==> src/rtl/decode_loop_if.sv <==
// Decode-stage bus: fetched instruction and execute feedback in, issue/redirect/status out.
interface decode_loop_if;
  logic        core_en;
  logic [15:0] ins;
  logic [15:0] ins_pc;
  logic        cell_zero;
  logic        exec_busy;
  logic        op_valid;
  logic [3:0]  op_code;
  logic [11:0] op_arg;
  logic        branch_en;
  logic [15:0] branch_val;
  logic        stall;
  logic        halted;
  logic        err_overflow;
  logic        err_underflow;

  modport master (
    output core_en, ins, ins_pc, cell_zero, exec_busy,
    input  op_valid, op_code, op_arg, branch_en, branch_val,
           stall, halted, err_overflow, err_underflow
  );

  modport slave (
    input  core_en, ins, ins_pc, cell_zero, exec_busy,
    output op_valid, op_code, op_arg, branch_en, branch_val,
           stall, halted, err_overflow, err_underflow
  );
endinterface

==> src/rtl/decode_loop.sv <==
// Decode stage: issues data ops to execute and resolves '[' / ']' via a PC stack,
// forward skipping, and fetch redirects followed by a fixed flush window.
module decode_loop #(
  parameter int unsigned DEPTH = 16,
  parameter int unsigned FLUSH = 3
) (
  input  logic         clk,
  input  logic         rst,
  decode_loop_if.slave bus
);

  localparam int unsigned IDX_W = $clog2(DEPTH);
  localparam int unsigned SP_W  = IDX_W + 1;
  localparam int unsigned FL_W  = $clog2(FLUSH + 2);

  typedef enum logic [1:0] {S_RUN, S_SKIP, S_HALT} state_t;

  state_t      state_q;
  logic [SP_W-1:0]  sp_q;
  logic [15:0]      skip_q;
  logic [FL_W-1:0]  flush_q;
  logic [15:0]      stack_q [DEPTH];

  logic        op_valid_q, branch_en_q, halted_q, err_ovf_q, err_unf_q;
  logic [3:0]  op_code_q;
  logic [11:0] op_arg_q;
  logic [15:0] branch_val_q;

  logic [3:0]  op;
  logic        accept, stack_full, stack_empty, push_en;
  logic [15:0] top_inc;

  always_comb begin
    op          = bus.ins[15:12];
    accept      = bus.core_en && (bus.ins != 16'h0000) && (flush_q == '0) && (state_q != S_HALT);
    stack_full  = (sp_q == SP_W'(DEPTH));
    stack_empty = (sp_q == '0);
    top_inc     = stack_q[IDX_W'(sp_q - SP_W'(1))] + 16'd1;
    push_en     = !rst && accept && (state_q == S_RUN) && (op == 4'h7) &&
                  !bus.exec_busy && !bus.cell_zero && !stack_full;
  end

  // Loop stack storage; contents are meaningless above sp so no reset is needed.
  always_ff @(posedge clk) begin
    if (push_en) stack_q[IDX_W'(sp_q)] <= bus.ins_pc;
  end

  always_ff @(posedge clk) begin
    if (rst) begin
      state_q      <= S_RUN;
      sp_q         <= '0;
      skip_q       <= '0;
      flush_q      <= '0;
      op_valid_q   <= 1'b0;
      op_code_q    <= '0;
      op_arg_q     <= '0;
      branch_en_q  <= 1'b0;
      branch_val_q <= '0;
      halted_q     <= 1'b0;
      err_ovf_q    <= 1'b0;
      err_unf_q    <= 1'b0;
    end else begin
      op_valid_q  <= 1'b0;
      branch_en_q <= 1'b0;
      if (bus.core_en && (flush_q != '0)) flush_q <= flush_q - FL_W'(1);

      if (accept) begin
        case (state_q)
          S_RUN: begin
            case (op)
              4'h1, 4'h2, 4'h3, 4'h4, 4'h5, 4'h6: begin
                op_valid_q <= 1'b1;
                op_code_q  <= op;
                op_arg_q   <= bus.ins[11:0];
              end
              4'h7: begin
                // cell_zero is stale while execute is busy: refetch the bracket
                if (bus.exec_busy) begin
                  branch_en_q  <= 1'b1;
                  branch_val_q <= bus.ins_pc;
                  flush_q      <= FL_W'(FLUSH);
                end else if (bus.cell_zero) begin
                  state_q <= S_SKIP;
                  skip_q  <= 16'd1;
                end else if (stack_full) begin
                  err_ovf_q <= 1'b1;
                  halted_q  <= 1'b1;
                  state_q   <= S_HALT;
                end else begin
                  sp_q <= sp_q + SP_W'(1);
                end
              end
              4'h8: begin
                if (bus.exec_busy) begin
                  branch_en_q  <= 1'b1;
                  branch_val_q <= bus.ins_pc;
                  flush_q      <= FL_W'(FLUSH);
                end else if (stack_empty) begin
                  err_unf_q <= 1'b1;
                  halted_q  <= 1'b1;
                  state_q   <= S_HALT;
                end else if (!bus.cell_zero) begin
                  branch_en_q  <= 1'b1;
                  branch_val_q <= top_inc;
                  flush_q      <= FL_W'(FLUSH);
                end else begin
                  sp_q <= sp_q - SP_W'(1);
                end
              end
              4'hF: begin
                halted_q <= 1'b1;
                state_q  <= S_HALT;
              end
              default: ;
            endcase
          end
          S_SKIP: begin
            if (op == 4'h7) begin
              skip_q <= skip_q + 16'd1;
            end else if (op == 4'h8) begin
              skip_q <= skip_q - 16'd1;
              if (skip_q == 16'd1) state_q <= S_RUN;
            end
          end
          default: ;
        endcase
      end
    end
  end

  assign bus.op_valid      = op_valid_q;
  assign bus.op_code       = op_code_q;
  assign bus.op_arg        = op_arg_q;
  assign bus.branch_en     = branch_en_q;
  assign bus.branch_val    = branch_val_q;
  assign bus.stall         = halted_q;
  assign bus.halted        = halted_q;
  assign bus.err_overflow  = err_ovf_q;
  assign bus.err_underflow = err_unf_q;

endmodule

==> src/flat_wrapper.sv <==
// flat-port wrapper written by rule: the top's interface ports become plain ports
module decode_loop_flat 
#(
  parameter int unsigned DEPTH = 16,
  parameter int unsigned FLUSH = 3
)
  (clk, rst, bus_core_en, bus_ins, bus_ins_pc, bus_cell_zero, bus_exec_busy, bus_op_valid, bus_op_code, bus_op_arg, bus_branch_en, bus_branch_val, bus_stall, bus_halted, bus_err_overflow, bus_err_underflow);
  decode_loop_if bus_i ();
  input  logic clk;
  input  logic rst;
  input wire logic [$bits(bus_i.core_en)-1:0] bus_core_en;
  input wire logic [$bits(bus_i.ins)-1:0] bus_ins;
  input wire logic [$bits(bus_i.ins_pc)-1:0] bus_ins_pc;
  input wire logic [$bits(bus_i.cell_zero)-1:0] bus_cell_zero;
  input wire logic [$bits(bus_i.exec_busy)-1:0] bus_exec_busy;
  output wire logic [$bits(bus_i.op_valid)-1:0] bus_op_valid;
  output wire logic [$bits(bus_i.op_code)-1:0] bus_op_code;
  output wire logic [$bits(bus_i.op_arg)-1:0] bus_op_arg;
  output wire logic [$bits(bus_i.branch_en)-1:0] bus_branch_en;
  output wire logic [$bits(bus_i.branch_val)-1:0] bus_branch_val;
  output wire logic [$bits(bus_i.stall)-1:0] bus_stall;
  output wire logic [$bits(bus_i.halted)-1:0] bus_halted;
  output wire logic [$bits(bus_i.err_overflow)-1:0] bus_err_overflow;
  output wire logic [$bits(bus_i.err_underflow)-1:0] bus_err_underflow;
  assign bus_i.core_en = bus_core_en;
  assign bus_i.ins = bus_ins;
  assign bus_i.ins_pc = bus_ins_pc;
  assign bus_i.cell_zero = bus_cell_zero;
  assign bus_i.exec_busy = bus_exec_busy;
  assign bus_op_valid = bus_i.op_valid;
  assign bus_op_code = bus_i.op_code;
  assign bus_op_arg = bus_i.op_arg;
  assign bus_branch_en = bus_i.branch_en;
  assign bus_branch_val = bus_i.branch_val;
  assign bus_stall = bus_i.stall;
  assign bus_halted = bus_i.halted;
  assign bus_err_overflow = bus_i.err_overflow;
  assign bus_err_underflow = bus_i.err_underflow;
  decode_loop #(.DEPTH(DEPTH), .FLUSH(FLUSH)) u_core (.clk(clk), .rst(rst), .bus(bus_i));
endmodule
==> config.mk <==
export PLATFORM = sky130hd
export DESIGN_NAME = decode_loop_flat
export DESIGN_NICKNAME = d
export VERILOG_FILES = /design/src/rtl/decode_loop_if.sv /design/src/rtl/decode_loop.sv /design/src/flat_wrapper.sv
export SDC_FILE = /design/constraint.sdc
export NUM_CORES = 1
export LEC_CHECK = 0
export CORE_AREA = 2 2 205 207
export DETAILED_ROUTE_END_ITERATION = 16
export DIE_AREA = 0 0 207 209
export PLACE_DENSITY = 0.54
export SYNTH_ARGS = -nofsm -noshare
export SYNTH_HDL_FRONTEND = slang
export SYNTH_SLANG_ARGS = --single-unit
==> constraint.sdc <==
create_clock -name clk -period 3.69 [get_ports clk]
set_input_delay 0.738 -clock clk [delete_from_list [all_inputs] [get_ports clk]]
set_output_delay 0.738 -clock clk [all_outputs]
set_load 0.005 [all_outputs]
== Yosys cells after proc, flatten, opt, wreduce, memory -nomap -nowiden ==
Memory sizes are Yosys's and may differ from the RTL's.
Cells that the tools add are included.
Storage, ports and cells
  flip-flop bits (word level): 63
  latch bits: 0
  RAM bits: 256
  ROM bits: 0
  input bits: 37
  output and inout bits: 38
  logic and storage cells: 141
  memories kept: 1
Memories
  u_core.stack_q: words 16, bits a word 16, read ports 1, clocked after memory_dff 0, write ports 1, line decode_loop.sv:22  | logic [15:0] stack_q [DEPTH];
Cells by class
  add/sub/neg operators: 6
  $mul: 0
  div/mod/pow operators: 0
  $lt $le $gt $ge: 0
  eq/ne operators: 36
  shift operators: 0
  mux-type cells: 50
  bitwise gates (word level): 4
  reduce and logical (&&, ||, !) cells: 32
Operators by type and width (count)
  16-bit 2-to-1 mux: 9
  16-bit case mux with 2 select lines: 2
  16-bit by 1-bit adder with 16-bit output (second input constant): 2
  5-bit 2-to-1 mux: 6
  2-bit inequality test (second input constant): 12
  3-bit 2-to-1 mux: 7
  6-bit AND reduction: 3
  16-bit by 1-bit == test with 1-bit output (second input constant): 1
  4-bit by 3-bit == test with 1-bit output (second input constant): 4
  2-bit 2-to-1 mux: 8
  16-bit nonzero test: 1
  16-bit by 1-bit subtractor with 16-bit output (second input constant): 1
  1-bit 2-to-1 mux: 12
  3-bit inequality test (second input constant): 4
  1-bit logical AND: 10
  5-bit case mux with 2 select lines: 1
  10-bit AND reduction: 1
  9-bit AND reduction: 1
  4-bit by 2-bit == test with 1-bit output (second input constant): 2
  4-bit == test (second input constant): 2
  2-bit by 1-bit inequality test with 1-bit output (second input constant): 4
  8-bit AND reduction: 1
  2-bit case mux with 3 select lines: 1
  3-bit case mux with 2 select lines: 1
  other kinds (24): 32

== Logic depth before layout (Yosys ltp) ==
Gate-level depths: netlist of run 1.
  depth after elaboration: 12
  depth in mapped cells: 21
  depth with buffers taken out: 13

== Worst setup path before layout of run 1 ==
OpenSTA, ideal clock, no wires.
  path type: register to register
  from: reg u_core.sp_q[0]
  to: reg u_core.branch_val_q[4], in the netlist u_core.bus.branch_val[4]
  setup time: 0.070 ns
  data arrival time: 3.896 ns
  data required time: 3.620 ns
  slack: -0.277 ns
  stages on the path, launching flop included: 21
  buffers on the path: 7
  period minus slack after synthesis: 3.967 ns
  cell sequence: dfxtp_1 > buf_6 > buf_12 > buf_12 > buf_12 > inv_2 > ha_1 > xor2_2 > buf_2 > buf_2 > mux4_2 > nor2b_1 > a211oi_1 > a31oi_1 > ha_1 > and3_2 > clkbuf_2 > nand2_1 > xor2_1 > a211o_1 > a21oi_1
On the way
  longest elaborated chain between the ends: 7
  elaborated cells on any way between the ends: 10
  classes of those cells: add/sub (2); eq/ne (1); mux (4); reduce/logical (2); memory (1)
Ends and longest elaborated chain
  start: declaration: line decode_loop.sv:19  | logic [SP_W-1:0] sp_q;
  start signal: assignment: line decode_loop.sv:90  | sp_q <= sp_q + SP_W'(1);
  start signal: assignment: line decode_loop.sv:107  | sp_q <= sp_q - SP_W'(1);
  5-bit by 1-bit subtractor with 5-bit output: line decode_loop.sv:38  | top_inc = stack_q[IDX_W'(sp_q - SP_W'(1))] + 16'd1;
  memory read 16 x 16 bit
  16-bit by 1-bit adder with 16-bit output: line decode_loop.sv:38
  16-bit 2-to-1 mux: line decode_loop.sv:102  | end else if (!bus.cell_zero) begin
  16-bit 2-to-1 mux: line decode_loop.sv:98  | end else if (stack_empty) begin
  16-bit 2-to-1 mux: line decode_loop.sv:94  | if (bus.exec_busy) begin
  16-bit case mux with 2 select lines: line decode_loop.sv:70  | case (op)
  end signal: assignment: line decode_loop.sv:80  | branch_val_q <= bus.ins_pc;
  end signal: assignment: line decode_loop.sv:96  | branch_val_q <= bus.ins_pc;
  end signal: assignment: line decode_loop.sv:104  | branch_val_q <= top_inc;
  end: declaration: line decode_loop.sv:27  | logic [15:0] branch_val_q;
Parallel ways exist; a longest one is shown, timed or not. The select of a mux whose other input is x is not followed.
A chain may end at the register's enable or synchronous reset.

== Worst setup path in the final report of run 1 ==
  from: reg u_core.sp_q[0]
  to: reg u_core.branch_val_q[8], in the netlist u_core.bus.branch_val[8]
The elaborated chain is that of the path after synthesis.

==> results of run 1 <==
==> worst max-delay path: cells and delay by family, from the launching register on <==
kind                       cells  cell delay, ps
muxes                          1             340
adders and majority gates      2             480
AOI/OAI and AO/OA              4             760
buffers and inverters          3             510
DFF                            1             350
xor gates and xnor gates       1             170
and+or+nand+nor                3             560
==> logic make-up after synthesis <==
group / count (synthesis) / synth area share
xor+xnor: 29 / 0.0189
compound gates: 120 / 0.0574
flops: 319 / 0.647
buf+inv: 61 / 0.0297
fa+ha+maj: 11 / 0.00995
mux: 97 / 0.132
simple gates: 297 / 0.105
==> power by group <==
part           switching [W]  total (W)  internal [W]
Combinational       0.000331   0.000597      0.000267
Sequential         0.0000283    0.00396       0.00393
Clock                0.00143    0.00352       0.00209
Total                0.00178    0.00807       0.00629
==> flip-flops by register name, indices dropped and copies added, names as in the netlist, 2 cells and up <==
signal                 count
u_core.bus.op_arg         12
u_core.skip_q             16
u_core.stack_q           256
u_core.sp_q                5
u_core.bus.op_code         4
u_core.flush_q             3
u_core.bus.branch_val     16
u_core.state_q             2
==> cell usage in the layout, fill, tap and decap left out, types with 7 or more instances in the layout <==
cell type and instances:
o21ai_0 20, buf_4 66, edfxtp_1 256, mux4_1 18
nor3_1 18, clkdlybuf4s50_1 73, nor2_1 49, a21oi_1 51
dfxtp_1 62, nor4_1 7, xnor2_1 9, nand4_1 10
buf_12 14, nand3_1 25, clkbuf_16 36, mux4_2 44
inv_1 12, ha_1 9, xor2_1 18, nand2_1 106
nor2_2 19, or3_1 13, mux2i_1 33, and3_1 11
==> stage by stage <==
| step | utilization | hold WS (ps) | setup slack [ps] | power (W) |
|---|---|---|---|---|
| after floorplan | - | 448 | 18.1 | 0.00434 |
| after global placement | 0.381 | 442 | 166 | 0.00463 |
| final | 0.409 | 453 | 334 | 0.00807 |
| after global routing | 0.409 | 468 | 141 | 0.00838 |
| after detailed placement | 0.381 | 448 | 187 | 0.00463 |
| after CTS | 0.409 | 456 | 315 | 0.00817 |
==> final timing paths <==
check                           cells after the start  slack (ps)                        to
worst max-delay path                               14         330  u_core.bus.branch_val[8]
worst min-delay path                                2         450     u_core.bus.op_code[2]
worst max register to register                     14         330  u_core.bus.branch_val[8]
worst min register to register                      2         450     u_core.bus.op_code[2]
==> cell type report <==
| type | count | area (um^2) | share of cell area |
|---|---|---|---|
| Clock buffer | 43 | 935 | 0.0553 |
| Clock inverter | 19 | 214 | 0.0127 |
| Inverter | 13 | 48.8 | 0.00289 |
| Multi-Input combinational cell | 554 | 4550 | 0.270 |
| Sequential cell | 319 | 8950 | 0.530 |
| Tap cell | 539 | 674 | 0.0399 |
| Timing Repair Buffer | 154 | 1510 | 0.0895 |
==> metal layers <==
| metal | wire [um] | share of wire |
|---|---|---|
| met5 | 0 | 0 |
| met4 | 632 | 0.018 |
| met1 | 17000 | 0.48 |
| met2 | 16000 | 0.45 |
| met3 | 1920 | 0.054 |
==> flow_summary.yaml, run 1 <==
detailed_routing:
  vias: 8492
  routed_wl_um: 35500
  first_pass_iters: 5
  wl_per_cell_um: 21.6
  drtIter0Drc: 641
  remaining_drc_errors: 0
  ant_nets: 0
  via_per_inst: 5.17
worst_setup_path:
  end_kind: "flop"
  crit_chain: "inv_2 > ha_4 > xor2_4 > buf_12 > mux4_2 > nor2b_1 > a211oi_1 > a31oi_1 > ha_1 > and3_2 > buf_4 > and4_2 > o21ai_0 > a31oi_1"
  r2r_start: "u_core.sp_q[0]"
  path_class: "flop to flop"
  crit_path_start_kind: "flop"
  crit_fanout: 25
  crit_top_cell: "a31oi_1"
  timing.critical_path.from: "u_core.sp_q[0]"
  max_stage_delay_ps: 350
  cp_slowest_cell: "dfxtp_4"
  crit_arrival_ps: 3740
  required_ps: 4070
place:
  routabilityCongestion: 0.821
  dpl.hpwl_um: 24300
  port_buffers: 74
  numPlacedInstances: 1579
  placed_cell_area_um2: 15700
global_routing:
  gr-max-usage-layer: "met2"
  grt_pass1_vias: 8440
  grt_pass1_wl_um: 53900
  grt_use_total: 0.164
  grt_max_degree: 53
  use_met2: 0.251
  antenna_found_initial: 1
  gr-total-overflow: 0
  met3_usage: 0.0290
  met1_usage: 0.242
logic_synthesis:
  synth.cell_area_um2: 13800
  synth_top_cells_by_count: "edfxtp_1, nand2_1, nor2_1, dfxtp_1, a21oi_1"
  yosys_warnings: 0
  synth-edff-count: 256
  ys_ff_latch: 319
  synth_cell_types: 77
  syn_inst: 934
  synth_top_area_frac: 0.556
  avgSynthCellArea_um2: 14.8
  yosys_most_used_dff: "edfxtp_1"
  syn-num-nets: 982
  yosys.area.top_type: "edfxtp_1"
  async_flop_share: 0
  synth_most_common_cell: "edfxtp_1"
  ys_seq_area_frac: 0.647
  synth.area.top_cells: "edfxtp_1, dfxtp_1, mux4_2"
floorplanning:
  ios: 75
  die_width_um: 207
  initial_core_util: 0.335
  dieArea_um2: 43300
  core_area_um2: 41300
  die-height_um: 209
  rows: 75
worst_hold_path:
  min_from: "u_core.bus.op_code[2]"
  hp-class: "flop to flop"
sta:
  period_minus_slack_ps: 3360
  period_share: 0.910
  worst_pin_slew_ps: 814
  skew_ps: 18.2
  rsz0062_at_grt: "no"
  fmax_ghz: 0.298
  setup_viol: 0
  worst_slew_margin_rel: 0.456
  hold_viol: 0
  slew_violations: 0
  fin_setup_tns_ps: 0
layout:
  stdcell_count: 1641
  layout.nets: 1125
  drive_gt1_frac: 0.204
  num_antenna_cells: 0
  nFillCells: 3778
  syn2layout_area_growth_pct: 22.1
  final_area_um2: 16900
clock_tree:
  root_buffer: "clkbuf_16"
  cts_tree: "built"
  numCtsBuffers: 35
  h-tree-depth: 2
  clock_sinks: 319
  hold_buffers: 0
  worstSkewPairLatency_ps: 520
  clk_pin_slew_worst_paths_ps: 60
  cts.path.max_buffers: 3
  cts.repair.resized: 0
  post-cts-setup-buffer-count: 0
pwr:
  vdd_drop_max_mv: 0.322
  p_leak_nw: 5.52
  power.density_nw_per_um2: 478
outcome:
  status: "finished, final reports clean"
run:
  drv_cap: 0
No activity file was read; power rests on OpenSTA's default activity.
==> run 2, diff against run 1 <==
--- a/config.mk
+++ b/config.mk
@@ -8,7 +8,7 @@
 export CORE_AREA = 2 2 205 207
 export DETAILED_ROUTE_END_ITERATION = 16
 export DIE_AREA = 0 0 207 209
-export PLACE_DENSITY = 0.54
+export PLACE_DENSITY = 0.52
 export SYNTH_ARGS = -nofsm -noshare
 export SYNTH_HDL_FRONTEND = slang
 export SYNTH_SLANG_ARGS = --single-unit
==> constraint.sdc (replaced) <==
create_clock -name clk -period 3.4 [get_ports clk]
set_input_delay 0.68 -clock clk [delete_from_list [all_inputs] [get_ports clk]]
set_output_delay 0.68 -clock clk [all_outputs]
set_load 0.005 [all_outputs]
==> run 2 against run 1 <==
Effect of this change:
- sequential power increased by 8.6%
- power up 12%
- non-clock buffer count up 36
==> flow_summary.yaml, run 2 (synthesis results as in run 1) <==
outcome:
  status: "finished, final reports clean"
pwr:
  internal_power_w: 0.00709
  p_leak_nw: 5.72
  p_sw_frac: 0.217
  combPwrFrac: 0.074
  clockPowerShare: 0.452
  p_seq_frac: 0.474
  power.density_nw_per_um2: 527
  p_switching_w: 0.00197
  vdd_drop_max_mv: 0.340
detailed_routing:
  first_pass_iters: 5
  remaining_drc_errors: 0
  drtIter0Drc: 795
  wl_per_cell_um: 21.3
  ant_nets: 0
  routed_wl_um: 35900
  vias: 8591
  via_per_inst: 5.11
sta:
  hold_viol: 0
  rsz0062_at_grt: "no"
  period_minus_slack_ps: 3190
  fmax_ghz: 0.313
  slew_violations: 0
  setup_viol: 0
  worst_slew_margin_rel: 0.498
  skew_ps: 23.3
  worst_pin_slew_ps: 751
  period_share: 0.939
worst_setup_path:
  r2r_cells: 11
  crit_arrival_ps: 3640
  end_kind: "flop"
  required_ps: 3850
  r2r_start: "u_core.sp_q[2]"
  r2r-end: "u_core.bus.branch_val[4]"
  r2r_slack_ps: 210
  path_class: "flop to flop"
  crit_fanout: 12
  crit_path_start_kind: "flop"
floorplanning:
  rows: 75
  die_width_um: 207
  die-height_um: 209
  ios: 75
  dieArea_um2: 43300
  initial_core_util: 0.335
  core_area_um2: 41300
clock_tree:
  numCtsBuffers: 36
  cts_tree: "built"
  root_buffer: "clkbuf_16"
  hold_buffers: 0
  worstSkewPairLatency_ps: 540
  clock_sinks: 319
  h-tree-depth: 2
  clk_pin_slew_worst_paths_ps: 60
  cts.path.max_buffers: 3
layout:
  top_register: "u_core.stack_q"
  drive_gt1_frac: 0.230
  nFillCells: 3810
  final_area_um2: 17200
  layout.nets: 1162
  num_antenna_cells: 0
  final_util: 0.416
  final_cell_mix: "edfxtp_1, buf_4, nand2_1"
  syn2layout_area_growth_pct: 24.3
  largest_register_ffs: 256
  mostFrequentLayoutCell: "edfxtp_1"
worst_hold_path:
  hp-class: "flop to flop"
  whs_path_depth: 2
  whs_endpoint: "u_core.bus.op_arg[6]"
  min_from: "u_core.bus.op_arg[6]"
run:
  drv_cap: 0
place:
  port_buffers: 74
  routabilityCongestion: 0.801
  placed_cell_area_um2: 15900
  dpl.hpwl_um: 25300
global_routing:
  grt_max_degree: 49
  gr-total-overflow: 0
  grt_use_total: 0.164
  grt_pass1_wl_um: 53800
  antenna_found_initial: 0
  grt_pass1_vias: 8474
run 2: cell count changes in the layout (fill, tap and decap cells not counted), sizes merged:
cell | previous run | this run
clkinv | 12 | 13
clkbuf | 43 | 46
clkinvlp | 2 | 0
bufinv | 4 | 6
buf | 81 | 117
run 2: worst max-delay path by stage:
stage	cells past startpoint	from	end	slack (ps)
floorplan	21	u_core.sp_q[0]	u_core.bus.branch_val[4]	-70
global placement	12	bus_core_en	u_core.stack_q[7][12]	-120
detailed placement	12	bus_core_en	u_core.stack_q[7][3]	-120
CTS	12	u_core.sp_q[1]	u_core.bus.branch_val[12]	20
global route	11	u_core.sp_q[1]	u_core.bus.branch_val[12]	4
finish	11	u_core.sp_q[2]	u_core.bus.branch_val[4]	210
run 2: layout make-up:
class	count	area (um^2)	area share
clock inverter	20	285	0.0166
tap	539	674	0.0392
sequential	319	8950	0.521
inverter	13	61.3	0.00357
timing repair buffer	190	1670	0.0970
multi-input combinational	554	4570	0.266
clock buffer	46	981	0.0571
run 2: power groups by stage:
stage          registers, W  clock network [W]  logic (W)
2_1_floorplan       0.00437                  0   0.000340
3_3_place_gp        0.00438                  0   0.000672
3_5_place_dp        0.00438                  0   0.000670
4_1_cts             0.00430            0.00421   0.000673
5_1_grt             0.00430            0.00436   0.000742
6_report            0.00430            0.00409   0.000669
run 2: routing by layer:
| metal | routed length [um] | GRT usage |
|---|---|---|
| met4 | 645 | 0.0424 |
| met3 | 2300 | 0.0382 |
| met5 | 0 | 0 |
| met1 | 17000 | 0.238 |
| met2 | 16000 | 0.248 |
run 2: timing repair:
action,4_1_cts,5_1_grt
endpoints found under the setup margin,0,13
setup buffers,0,7
gates resized for setup,0,2
run 2: worst max-delay path, cell delays in order (launching register included):
cell and delay (ps):
dfxtp_1 390, buf_4 210, or4_4 580, nand2_2 330, a211oi_1 130, a31oi_1 290, ha_2 280, and3_4 270
nand2_2 70, xor2_1 150, a211o_1 250, a21oi_1 140
run 2: metrics by stage:
step / TNS (ps) / total power [W] / setup slack (ps) / hold WS, ps / std cells
6_report: 0 / 0.00906 / 206 / 451 / 1681
5_1_grt: 0 / 0.00941 / 4.29 / 474 / 1681
4_1_cts: 0 / 0.00917 / 15.0 / 454 / 1674
3_5_place_dp: -18890 / 0.00505 / -117 / 446 / 1608
3_3_place_gp: -19390 / 0.00505 / -117 / 443 / 1608
2_1_floorplan: -122 / 0.00471 / -74.9 / 448 / 934
